==> src/rtl/uart_rx_param.sv <==
// uart_rx_param: oversampled UART receiver with majority voting, run-time parity,
// error flags and a valid/accept holding register.
module uart_rx_param #(
    parameter int DATA_BITS  = 8,
    parameter int OVERSAMPLE = 16,
    parameter int STOP_BITS  = 1
) (
    input  logic                 Clock,
    input  logic                 ResetN,
    input  logic                 Rx,
    input  logic                 Tick,
    input  logic                 ParityEn,
    input  logic                 ParityOdd,
    input  logic                 RxAccept,
    output logic                 RxValid,
    output logic [DATA_BITS-1:0] RxData,
    output logic                 ParityErr,
    output logic                 FrameErr,
    output logic                 Overrun
);
    localparam int TW = $clog2(OVERSAMPLE);
    localparam int BW = $clog2(DATA_BITS + 1);
    localparam logic [TW-1:0] T_HALF = TW'(OVERSAMPLE / 2 - 1);
    localparam logic [TW-1:0] T_S0   = TW'(OVERSAMPLE - 3);
    localparam logic [TW-1:0] T_S1   = TW'(OVERSAMPLE - 2);
    localparam logic [TW-1:0] T_LAST = TW'(OVERSAMPLE - 1);
    localparam logic [BW-1:0] B_LAST = BW'(DATA_BITS - 1);
    localparam logic [BW-1:0] S_LAST = BW'(STOP_BITS - 1);

    typedef enum logic [2:0] {IDLE, START, DATA, PARITY, STOP} state_t;

    state_t               state;
    logic                 rx_meta, rx_s, s0, s1, par_en, par_odd, par_err, frm_err;
    logic [TW-1:0]        tick_cnt;
    logic [BW-1:0]        bit_cnt;
    logic [DATA_BITS-1:0] shift;
    logic                 maj, done;

    // third vote is the live sample taken on the bit's final tick
    assign maj  = (s0 & s1) | (s0 & rx_s) | (s1 & rx_s);
    assign done = Tick && state == STOP && tick_cnt == T_LAST && bit_cnt == S_LAST;

    always_ff @(posedge Clock or negedge ResetN) begin
        if (!ResetN) begin
            rx_meta <= 1'b1;
            rx_s    <= 1'b1;
        end else begin
            rx_meta <= Rx;
            rx_s    <= rx_meta;
        end
    end

    always_ff @(posedge Clock or negedge ResetN) begin
        if (!ResetN) begin
            state    <= IDLE;
            tick_cnt <= '0;
            bit_cnt  <= '0;
            shift    <= '0;
            s0       <= 1'b1;
            s1       <= 1'b1;
            par_en   <= 1'b0;
            par_odd  <= 1'b0;
            par_err  <= 1'b0;
            frm_err  <= 1'b0;
        end else if (Tick) begin
            if (tick_cnt == T_S0) s0 <= rx_s;
            if (tick_cnt == T_S1) s1 <= rx_s;
            case (state)
                IDLE: if (!rx_s) begin
                    state    <= START;
                    tick_cnt <= '0;
                end
                START: if (tick_cnt == T_HALF) begin
                    tick_cnt <= '0;
                    if (rx_s) state <= IDLE;
                    else begin
                        state   <= DATA;
                        bit_cnt <= '0;
                        par_en  <= ParityEn;
                        par_odd <= ParityOdd;
                        par_err <= 1'b0;
                        frm_err <= 1'b0;
                    end
                end else tick_cnt <= tick_cnt + 1'b1;
                default: if (tick_cnt == T_LAST) begin
                    tick_cnt <= '0;
                    if (state == DATA) begin
                        shift   <= {maj, shift[DATA_BITS-1:1]};
                        bit_cnt <= bit_cnt == B_LAST ? '0 : bit_cnt + 1'b1;
                        if (bit_cnt == B_LAST) state <= par_en ? PARITY : STOP;
                    end else if (state == PARITY) begin
                        par_err <= (^shift ^ maj) != par_odd;
                        state   <= STOP;
                    end else begin
                        frm_err <= frm_err | ~maj;
                        bit_cnt <= bit_cnt == S_LAST ? '0 : bit_cnt + 1'b1;
                        if (bit_cnt == S_LAST) state <= IDLE;
                    end
                end else tick_cnt <= tick_cnt + 1'b1;
            endcase
        end
    end

    always_ff @(posedge Clock or negedge ResetN) begin
        if (!ResetN) begin
            RxValid   <= 1'b0;
            RxData    <= '0;
            ParityErr <= 1'b0;
            FrameErr  <= 1'b0;
            Overrun   <= 1'b0;
        end else begin
            Overrun <= done && RxValid && !RxAccept;
            if (done && (!RxValid || RxAccept)) begin
                RxValid   <= 1'b1;
                RxData    <= shift;
                ParityErr <= par_err;
                FrameErr  <= frm_err | ~maj;
            end else if (RxAccept) RxValid <= 1'b0;
        end
    end
endmodule

==> config.mk <==
export PLATFORM = sky130hd
export DESIGN_NAME = uart_rx_param
export DESIGN_NICKNAME = d
export VERILOG_FILES = /design/src/rtl/uart_rx_param.sv
export SDC_FILE = /design/constraint.sdc
export NUM_CORES = 1
export LEC_CHECK = 0
export ABC_AREA = 0
export BUFFER_PORTS_ARGS = -buffer_cell sky130_fd_sc_hd__buf_2
export CORE_AREA = 2 2 85 87
export CTS_CLUSTER_DIAMETER = 100
export DETAILED_ROUTE_END_ITERATION = 7
export DIE_AREA = 0 0 87 89
export GPL_TIMING_DRIVEN = 0
export PLACE_DENSITY = 0.46
export SETUP_SLACK_MARGIN = 0.15
export SLEW_MARGIN = 20
export SYNTH_ARGS = -nofsm -noshare
export SYNTH_HDL_FRONTEND = slang
export SYNTH_SLANG_ARGS = --single-unit
==> constraint.sdc <==
create_clock -name Clock -period 2.1 [get_ports Clock]
set_clock_uncertainty 0.05 [all_clocks]
set_input_delay 0.105 -clock Clock [delete_from_list [all_inputs] [get_ports Clock]]
set_output_delay 0.105 -clock Clock [all_outputs]
set_load 0.02 [all_outputs]
==> out/metrics.cfg, run 1 <==
[cts]
clock_path_buffers = 2
clk_latency_ps = 300
cts_root_buffer = clkbuf_8
numCtsBuffers = 5
htree_levels = 2
cts_sinks = 39
path_clk_slew_ps = 80
cts_tree = yes

[synth]
yosysWarnings = 0
synth_top_family_by_area = simple AND/OR/NAND/NOR gates
ys.flop_type = dfrtp_1
synth_area_sq_um = 1980
synth-xor-area-share = 0.0424
async_flop_share = 1.00
ys_seq_area_frac = 0.497
synthCells = 170
synth_area_per_cell_sq_um = 11.6
yosysUniqueCellTypes = 45
synth_compound_area_frac = 0.106
synth_fp_nets = 182
synth_edf_count = 0
synthAdderAreaFrac = 0.0367
ys_seq_elements = 39
yosys.area_share.simple = 0.160
synth.area.mux_share = 0.125

[run]
maxCapViolCount = 0

[setup_path]
r2r-end = FrameErr$_DFFE_PN0P_
r2r_slack_ps = 240
critPathLaunchType = flop
crit_type = reg2reg
reg2reg_depth = 7
crit_fanout = 10
crit_path_end_kind = flop
timing.rr.start = bit_cnt[0]$_DFFE_PN0P_
cp.required_ps = 2230
cp.arrival_ps = 1980

[global_route]
use_met2 = 0.162
antenna_found_initial = 0
gr-max-usage-layer = met2
use_met1 = 0.138
grt_overflow = 0
use_met3 = 0.0286
track_usage = 0.105
grt_pass1_wl_um = 6160
grt_pass1_vias = 1239
grt_max_degree = 40

[placement]
hpwl_um = 2540
portBuffers = 18
gp_congestion = 0.745
place_ws_ps = 107
place_area_sq_um = 2170

[cells_and_area]
post-route-cell-area_sq_um = 2370
antenna_cells = 0
mostFrequentLayoutCell = dfrtp_1
drive_gt1_frac = 0.307
areaGrowthSynthToFinish_pct = 19.9
layout_common_cells = 35 x dfrtp_1, 23 x buf_2, 14 x nand2_1
final_nets = 213

[hold_path]
hp-class = in2reg
holdPathStages = 3
hold_end = Overrun$_DFF_PN0_
hold_path_startpoint = RxAccept

[routing]
routed_wl_um = 3750
viasPerCell = 4.63
first_iter_violations = 46
drc = 0
dr_total_vias = 1307
antenna_left = 0
firstDrtPassIters = 4
wl_per_cell_um = 13.3

[power_and_ir_drop]
power_leakage_nw = 1.13
swShare = 0.290
pwr-share-comb = 0.282
ir_drop_v = 0.000317
p_switching_uw = 699
power.density_nw_per_um2 = 1020
pwr-share-clk = 0.313
power.internal_mw = 1.71
power_frac_seq = 0.406

[timing]
worst_pin_slew_ps = 879
hold_violations = 0
slew_viol_final = 0
relSlewSlack = 0.414
fmax_ghz = 0.538
rsz0062_at_grt = no
setup_viol = 0
tns_ps = 0
period_share = 0.885
setup_ws_ps = 242
period_minus_slack_ps = 1860

[floorplan]
dieWidth_um = 87
die-area_sq_um = 7740
die-height_um = 89
core-area_sq_um = 6720
start_util = 0.294
io_pins = 19
num_rows = 30

[status]
outcome = completed

[through the flow]
step / cells / total power [mW] / util / hold slack, ps
floorplan: 170 / 1.49 / - / -241
global placement: 268 / 1.64 / 0.322 / 161
detailed placement: 268 / 1.64 / 0.322 / 161
CTS: 281 / 2.42 / 0.350 / 110
global route: 282 / 2.56 / 0.353 / 132
finish: 282 / 2.41 / 0.353 / 112
[what timing repair did]
action / in CTS / in global routing
pin swaps: 0 / 0
setup endpoints to repair: 7 / 16
hold buffers: 4 / 0
hold endpoints to repair: 38 / 0
buffers inserted: 1 / 1
resized for setup: 1 / 3
[final cells by class]
class | instances | area [sq um]
timing repair buffer | 24 | 145
sequential | 39 | 981
tap | 80 | 100
buffer | 7 | 43.8
clock inverter | 2 | 60.1
fill | 663 | 4350
multi-input combinational | 116 | 936
clock buffer | 6 | 72.6
inverter | 8 | 30.0
[metal layers]
layer	up-vias	share of wire
li1	659	-
met1	619	0.51
met2	22	0.44
met3	7	0.033
met4	0	0.019
met5	-	0
[cell usage after synthesis (2+ instances only)]
| cell type | instances | area [sq um] |
|---|---|---|
| dfrtp_1 | 35 | 876 |
| nand2_1 | 14 | 52.6 |
| mux2_2 | 12 | 135 |
| mux2_1 | 9 | 101 |
| inv_1 | 8 | 30.0 |
| o21ai_1 | 8 | 40.0 |
| xnor2_1 | 7 | 61.3 |
| buf_2 | 6 | 30.0 |
| nand3_1 | 6 | 30.0 |
| o21ai_0 | 6 | 30.0 |
| ha_1 | 5 | 62.6 |
| nor2_1 | 5 | 18.8 |
| a21oi_1 | 4 | 20.0 |
| dfstp_2 | 4 | 105 |
| nand2b_1 | 3 | 18.8 |
| nor2b_1 | 3 | 18.8 |
| nor3_1 | 3 | 15.0 |
| a22o_1 | 2 | 17.5 |
| and3_1 | 2 | 12.5 |
| nor3_2 | 2 | 20.0 |
| nor4b_1 | 2 | 17.5 |
[power groups by stage]
stage | registers, mW | logic (mW) | clock network [mW]
after floorplan | 0.975 | 0.519 | 0
after global placement | 1.00 | 0.634 | 0
after detailed placement | 1.00 | 0.635 | 0
after CTS | 0.983 | 0.667 | 0.769
after global routing | 0.997 | 0.767 | 0.795
final | 0.976 | 0.678 | 0.752
[worst max-delay path by stage]
stage	startpoint	to	slack, ps	depth (start not counted)
floorplan	bit_cnt[0]$_DFFE_PN0P_	RxData[2]$_DFFE_PN0P_	290	6
global placement	bit_cnt[0]$_DFFE_PN0P_	RxData[7]$_DFFE_PN0P_	110	6
detailed placement	bit_cnt[0]$_DFFE_PN0P_	RxData[7]$_DFFE_PN0P_	110	6
CTS	bit_cnt[1]$_DFFE_PN0P_	RxData[7]$_DFFE_PN0P_	160	6
global route	state[1]$_DFFE_PN0P_	shift[7]$_DFFE_PN0P_	160	5
finish	bit_cnt[0]$_DFFE_PN0P_	FrameErr$_DFFE_PN0P_	240	7
[registers in the layout, indices dropped and copies added, names as in the netlist, 3 cells and up]
signal    flops
bit_cnt       4
tick_cnt      4
shift         8
RxData        8
state         3
[critical path, stage by stage, from the launching register on]
cell and delay (ps):
dfrtp_1 400, inv_1 60, ha_1 130, or3b_4 390, nand4b_4 210, buf_6 180, nor3b_1 250, a21oi_1 60
[logic make-up (layout without fill, tap and decap cells)]
group	after synthesis	count (layout)
muxes	22	22
and+or+nand+nor	50	50
AOI/OAI and AO/OA	30	30
DFF	39	39
buffers and inverters	15	47
adders and majority gates	6	6
xor gates and xnor gates	8	8
(Power assumes the default switching activity.)
==> run 2, diff against run 1 <==
ABC_AREA = 1   (was 0)
CAP_MARGIN = 20   (was not set)
CORE_AREA = 2 2 86 88   (was 2 2 85 87)
DIE_AREA = 0 0 88 90   (was 0 0 87 89)
==> out/metrics.cfg, run 2 <==
[status]
outcome = completed

[cts]
clock_path_buffers = 2
cts_sinks = 39
cts_root_buffer = clkbuf_8
cts_tree = yes
htree_levels = 2
clk_latency_ps = 290
numCtsBuffers = 5
path_clk_slew_ps = 80

[synth]
async_flop_share = 1.00
synth_area_sq_um = 2050
synthAdderAreaFrac = 0.0306
ys_seq_elements = 39
synth_top_area_frac = 0.428
synth_edf_count = 0
synthCells = 249
yosysWarnings = 0
ys.flop_type = dfrtp_1
netlist_top_cells_area = dfrtp_1 43%, nand2_1 15%, o21ai_2 7.3%
synth.most_common_cell = nand2_1
yosysUniqueCellTypes = 31
synth.area.mux_share = 0.0110
synth_top_family_by_area = simple AND/OR/NAND/NOR gates
synth_top_area_cell = dfrtp_1
yosys.area_share.simple = 0.272
synth-xor-area-share = 0.00856
synth_compound_area_frac = 0.127
ys_top_cells_by_count = 84 x nand2_1, 35 x dfrtp_1, 28 x inv_1
synth_fp_nets = 261
ys_seq_area_frac = 0.480
synth_area_per_cell_sq_um = 8.22

[timing]
tns_ps = 0
period_share = 0.833
fin_hold_ws_ps = 79.6
slew_viol_final = 0
hold_violations = 0
setup_viol = 0
relSlewSlack = 0.400
fmax_ghz = 0.572
worst_pin_slew_ps = 901
rsz0062_at_grt = no
period_minus_slack_ps = 1750

[setup_path]
critPathLaunchType = flop
crit_path_end_kind = flop
r2r-end = ParityErr$_DFFE_PN0P_
startpoint = tick_cnt[0]$_DFFE_PN0P_
crit_fanout = 10
timing.rr.start = tick_cnt[0]$_DFFE_PN0P_
reg2reg_depth = 9
cp.arrival_ps = 1890
r2r_slack_ps = 350
crit_type = reg2reg
cp.required_ps = 2240

[floorplan]
io_pins = 19
die-height_um = 90
dieWidth_um = 88
core-area_sq_um = 7020
num_rows = 31
die-area_sq_um = 7920
start_util = 0.291

[routing]
routed_wl_um = 3960
wl_per_cell_um = 10.5
first_iter_violations = 55
antenna_left = 0
viasPerCell = 4.23
firstDrtPassIters = 4
dr_total_vias = 1599
drc = 0

[cells_and_area]
nFillCells = 752
top_regs = RxData (8), shift (8)
drive_gt1_frac = 0.240
final_cells = 378
areaGrowthSynthToFinish_pct = 17.1
mostFrequentLayoutCell = nand2_1
antenna_cells = 0
final_nets = 290
layout_common_cells = 84 x nand2_1, 35 x dfrtp_1, 28 x inv_1

[global_route]
grt_pass1_vias = 1358
grt_max_degree = 40
grt_overflow = 0
grt_pass1_wl_um = 6400
track_usage = 0.103
antenna_found_initial = 0

[run]
maxCapViolCount = 0

[hold_path]
hp-class = in2reg
hold_end = Overrun$_DFF_PN0_
hold_path_startpoint = RxAccept
holdPathStages = 4

[placement]
gp_congestion = 0.737
portBuffers = 18
hpwl_um = 2870
numPlacedInstances = 366

[power_and_ir_drop]
power_leakage_nw = 1.20
ir_drop_v = 0.000369
power.density_nw_per_um2 = 950

## run 2: logic make-up (layout without fill, tap and decap cells)
kind of cell | count (synthesis) | count (layout)
buffers and inverters | 36 | 66
flip-flops | 39 | 39
adder cells (fa/ha/maj) | 5 | 5
AO/OA/AOI/OAI | 37 | 37
XOR/XNOR | 2 | 2
AND/OR/NAND/NOR | 128 | 128
multiplexers | 2 | 2
## run 2: critical path: stages, from the launching register on
cell and delay, ps:
dfrtp_1 380, ha_1 230, nand2_1 90, clkinv_1 60, nand2_1 100, nor2_2 240
nand3_4 190, buf_6 210, nand2_1 60, nand2_1 50
## run 2: worst max path at each step
stage                                  to  slack (ps)  cells after the start
CTS                 ParityErr$_DFFE_PN0P_         180                      9
global route        ParityErr$_DFFE_PN0P_         230                      9
floorplan            FrameErr$_DFFE_PN0P_         580                      8
global placement    ParityErr$_DFFE_PN0P_         190                      9
detailed placement  ParityErr$_DFFE_PN0P_         190                      9
finish              ParityErr$_DFFE_PN0P_         350                      9
## run 2: metal layers
| metal | global-route usage | routed length (um) | up-vias |
|---|---|---|---|
| met5 | 0 | 0 | - |
| met1 | 0.137 | 1990 | 728 |
| met3 | 0.0294 | 133 | 5 |
| li1 | - | - | 846 |
| met2 | 0.160 | 1790 | 20 |
| met4 | 0.0346 | 48 | 0 |
## run 2: what timing repair did
item	CTS	global route
setup buffers	0	0
gates resized for setup	0	2
setup endpoints to repair	0	10
hold endpoints to repair	38	0
hold buffers	4	0
## run 2: cell type report
cell class | instances | area (sq um) | area share
flip-flops and latches | 39 | 981 | 0.410
multi-input cells | 174 | 928 | 0.388
repair buffers | 22 | 130 | 0.0543
inverters | 34 | 128 | 0.0533
well taps | 99 | 124 | 0.0517
clock buffers | 6 | 72.6 | 0.0303
plain buffers | 2 | 18.8 | 0.00784
clock inverters | 2 | 12.5 | 0.00522
## run 2: report_power, final
| part | switching, mW | total [mW] | internal, mW |
|---|---|---|---|
| combinational | 0.496 | 0.762 | 0.265 |
| sequential | 0.115 | 1.01 | 0.890 |
| clock | 0.275 | 0.507 | 0.232 |
## run 2: per-stage QoR
stage | utilization | power, mW | area (sq um) | setup slack [ps]
after floorplan | - | 1.60 | 2050 | 578
after global placement | 0.322 | 1.78 | 2260 | 191
after detailed placement | 0.322 | 1.78 | 2260 | 195
after CTS | 0.340 | 2.30 | 2380 | 181
after global routing | 0.341 | 2.47 | 2390 | 230
final | 0.341 | 2.27 | 2390 | 350
==> run 3, diff against run 2 <==
PLACE_DENSITY = 0.48   (was 0.46)
clock period = 1.6 ns   (was 2.1 ns; I/O delays follow)
==> out/metrics.cfg, run 3 (synthesis results as in run 2) <==
[status]
outcome = completed

[cts]
cts_sinks = 39
cts_root_buffer = clkbuf_8
numCtsBuffers = 5
clk_latency_ps = 290
htree_levels = 2
path_clk_slew_ps = 80
clock_path_buffers = 2
cts_tree = yes

[placement]
place_ws_ps = -90.7
portBuffers = 18
place_area_sq_um = 2270
hpwl_um = 2940
gp_congestion = 0.769

[hold_path]
hp-class = in2reg
holdPathStages = 4

[power_and_ir_drop]
power_mw = 3.96
power_frac_seq = 0.347
pwr-share-comb = 0.447
swShare = 0.383
pwr-share-clk = 0.206
ir_drop_v = 0.000848
power_leakage_nw = 1.42
power.density_nw_per_um2 = 1370
p_switching_mw = 1.51
power.internal_mw = 2.44

[routing]
viasPerCell = 4.36
routed_wl_um = 4630
drc = 0
antenna_left = 0
dr_total_vias = 1766
firstDrtPassIters = 4
first_iter_violations = 59
wl_per_cell_um = 11.4

[timing]
slew_viol_final = 0
period_minus_slack_ps = 1500
setup_ws_ps = 98.4
worst_pin_slew_ps = 913
tns_ps = 0
setup_viol = 0
hold_violations = 0
relSlewSlack = 0.392
fmax_ghz = 0.666
rsz0062_at_grt = yes
period_share = 0.938

[cells_and_area]
post-route-util = 0.410
areaGrowthSynthToFinish_pct = 40.9
top_regs = RxData (8), shift (8)
final_nets = 318
drive_gt1_frac = 0.408
nFillCells = 709
layout_common_cells = 73 x nand2_1, 32 x dfrtp_1, 25 x inv_1
post-route-cell-area_sq_um = 2880
mostFrequentLayoutCell = nand2_1
antenna_cells = 0

[setup_path]
critPathLaunchType = flop
cp.required_ps = 1730
crit_type = reg2reg
crit_path_end_kind = flop
reg2reg_depth = 6
crit_fanout = 7
cp.arrival_ps = 1630

[floorplan]
die-height_um = 90
core-area_sq_um = 7020
io_pins = 19
dieWidth_um = 88
die-area_sq_um = 7920
num_rows = 31
start_util = 0.291

[global_route]
track_usage = 0.119
grt_max_degree = 40
grt_pass1_wl_um = 7550
antenna_found_initial = 0
grt_overflow = 0
grt_pass1_vias = 1659

[run]
maxCapViolCount = 0

## run 3: cell types whose count changed in the layout (fill, tap and decap cells not counted), sizes merged
cell and change:
clkinv -2, buf +28, bufinv +1
## run 3: path summary, 6_finish.rpt
kind                       slack, ps                       to                  from
max                              100       par_en$_DFFE_PN0P_  state[2]$_DFFE_PN0P_
min                               60        Overrun$_DFF_PN0_              RxAccept
max reg2reg                      100       par_en$_DFFE_PN0P_  state[2]$_DFFE_PN0P_
min reg2reg                      310           rx_s$_DFF_PN1_     rx_meta$_DFF_PN1_
max in group asynchronous        460  tick_cnt[3]$_DFFE_PN0P_                ResetN
min in group asynchronous        400    RxData[0]$_DFFE_PN0P_                ResetN
## run 3: final cells by class
type	instances	area (sq um)	share of cell area
Multi-Input combinational cell	174	1120	0.389
Inverter	34	134	0.0465
Sequential cell	39	985	0.342
Tap cell	99	124	0.0430
Clock inverter	1	30.0	0.0104
Buffer	2	30.0	0.0104
Clock buffer	6	72.6	0.0252
Timing Repair Buffer	50	385	0.134
## run 3: what timing repair did
action                                 CTS  global route
setup endpoints to repair               32            33
pin swaps                               18            13
resized for setup                       32            25
endpoints found under the hold margin   38             0
gates cloned                             0             0
setup buffers                           16            12
hold buffers                             4             0
## run 3: routing by layer
layer	up-vias	GRT usage	share of wire
met4	0	0.0346	0.013
met1	833	0.160	0.47
li1	905	-	-
met2	22	0.188	0.49
met3	6	0.0321	0.028
met5	-	0	0
## run 3: critical path, stage by stage, from the launching register on
cell,delay (ps)
dfrtp_1,420
inv_4,120
nand2_2,70
nor2_2,150
buf_4,140
nand4_1,140
mux2_2,300
## run 3: power groups by stage
stage	combinational, mW	clock [mW]	sequential (mW)
after floorplan	0.815	0	1.30
after global placement	1.01	0	1.34
after detailed placement	1.02	0	1.34
after CTS	1.43	0.831	1.35
after global routing	1.97	0.874	1.40
final	1.77	0.814	1.37
## run 3: per-stage QoR
stage | hold WS (ps) | std cells
after floorplan | -266 | 249
after global placement | 135 | 366
after detailed placement | 137 | 366
after CTS | 52.8 | 393
after global routing | 89.3 | 405
final | 55.3 | 405
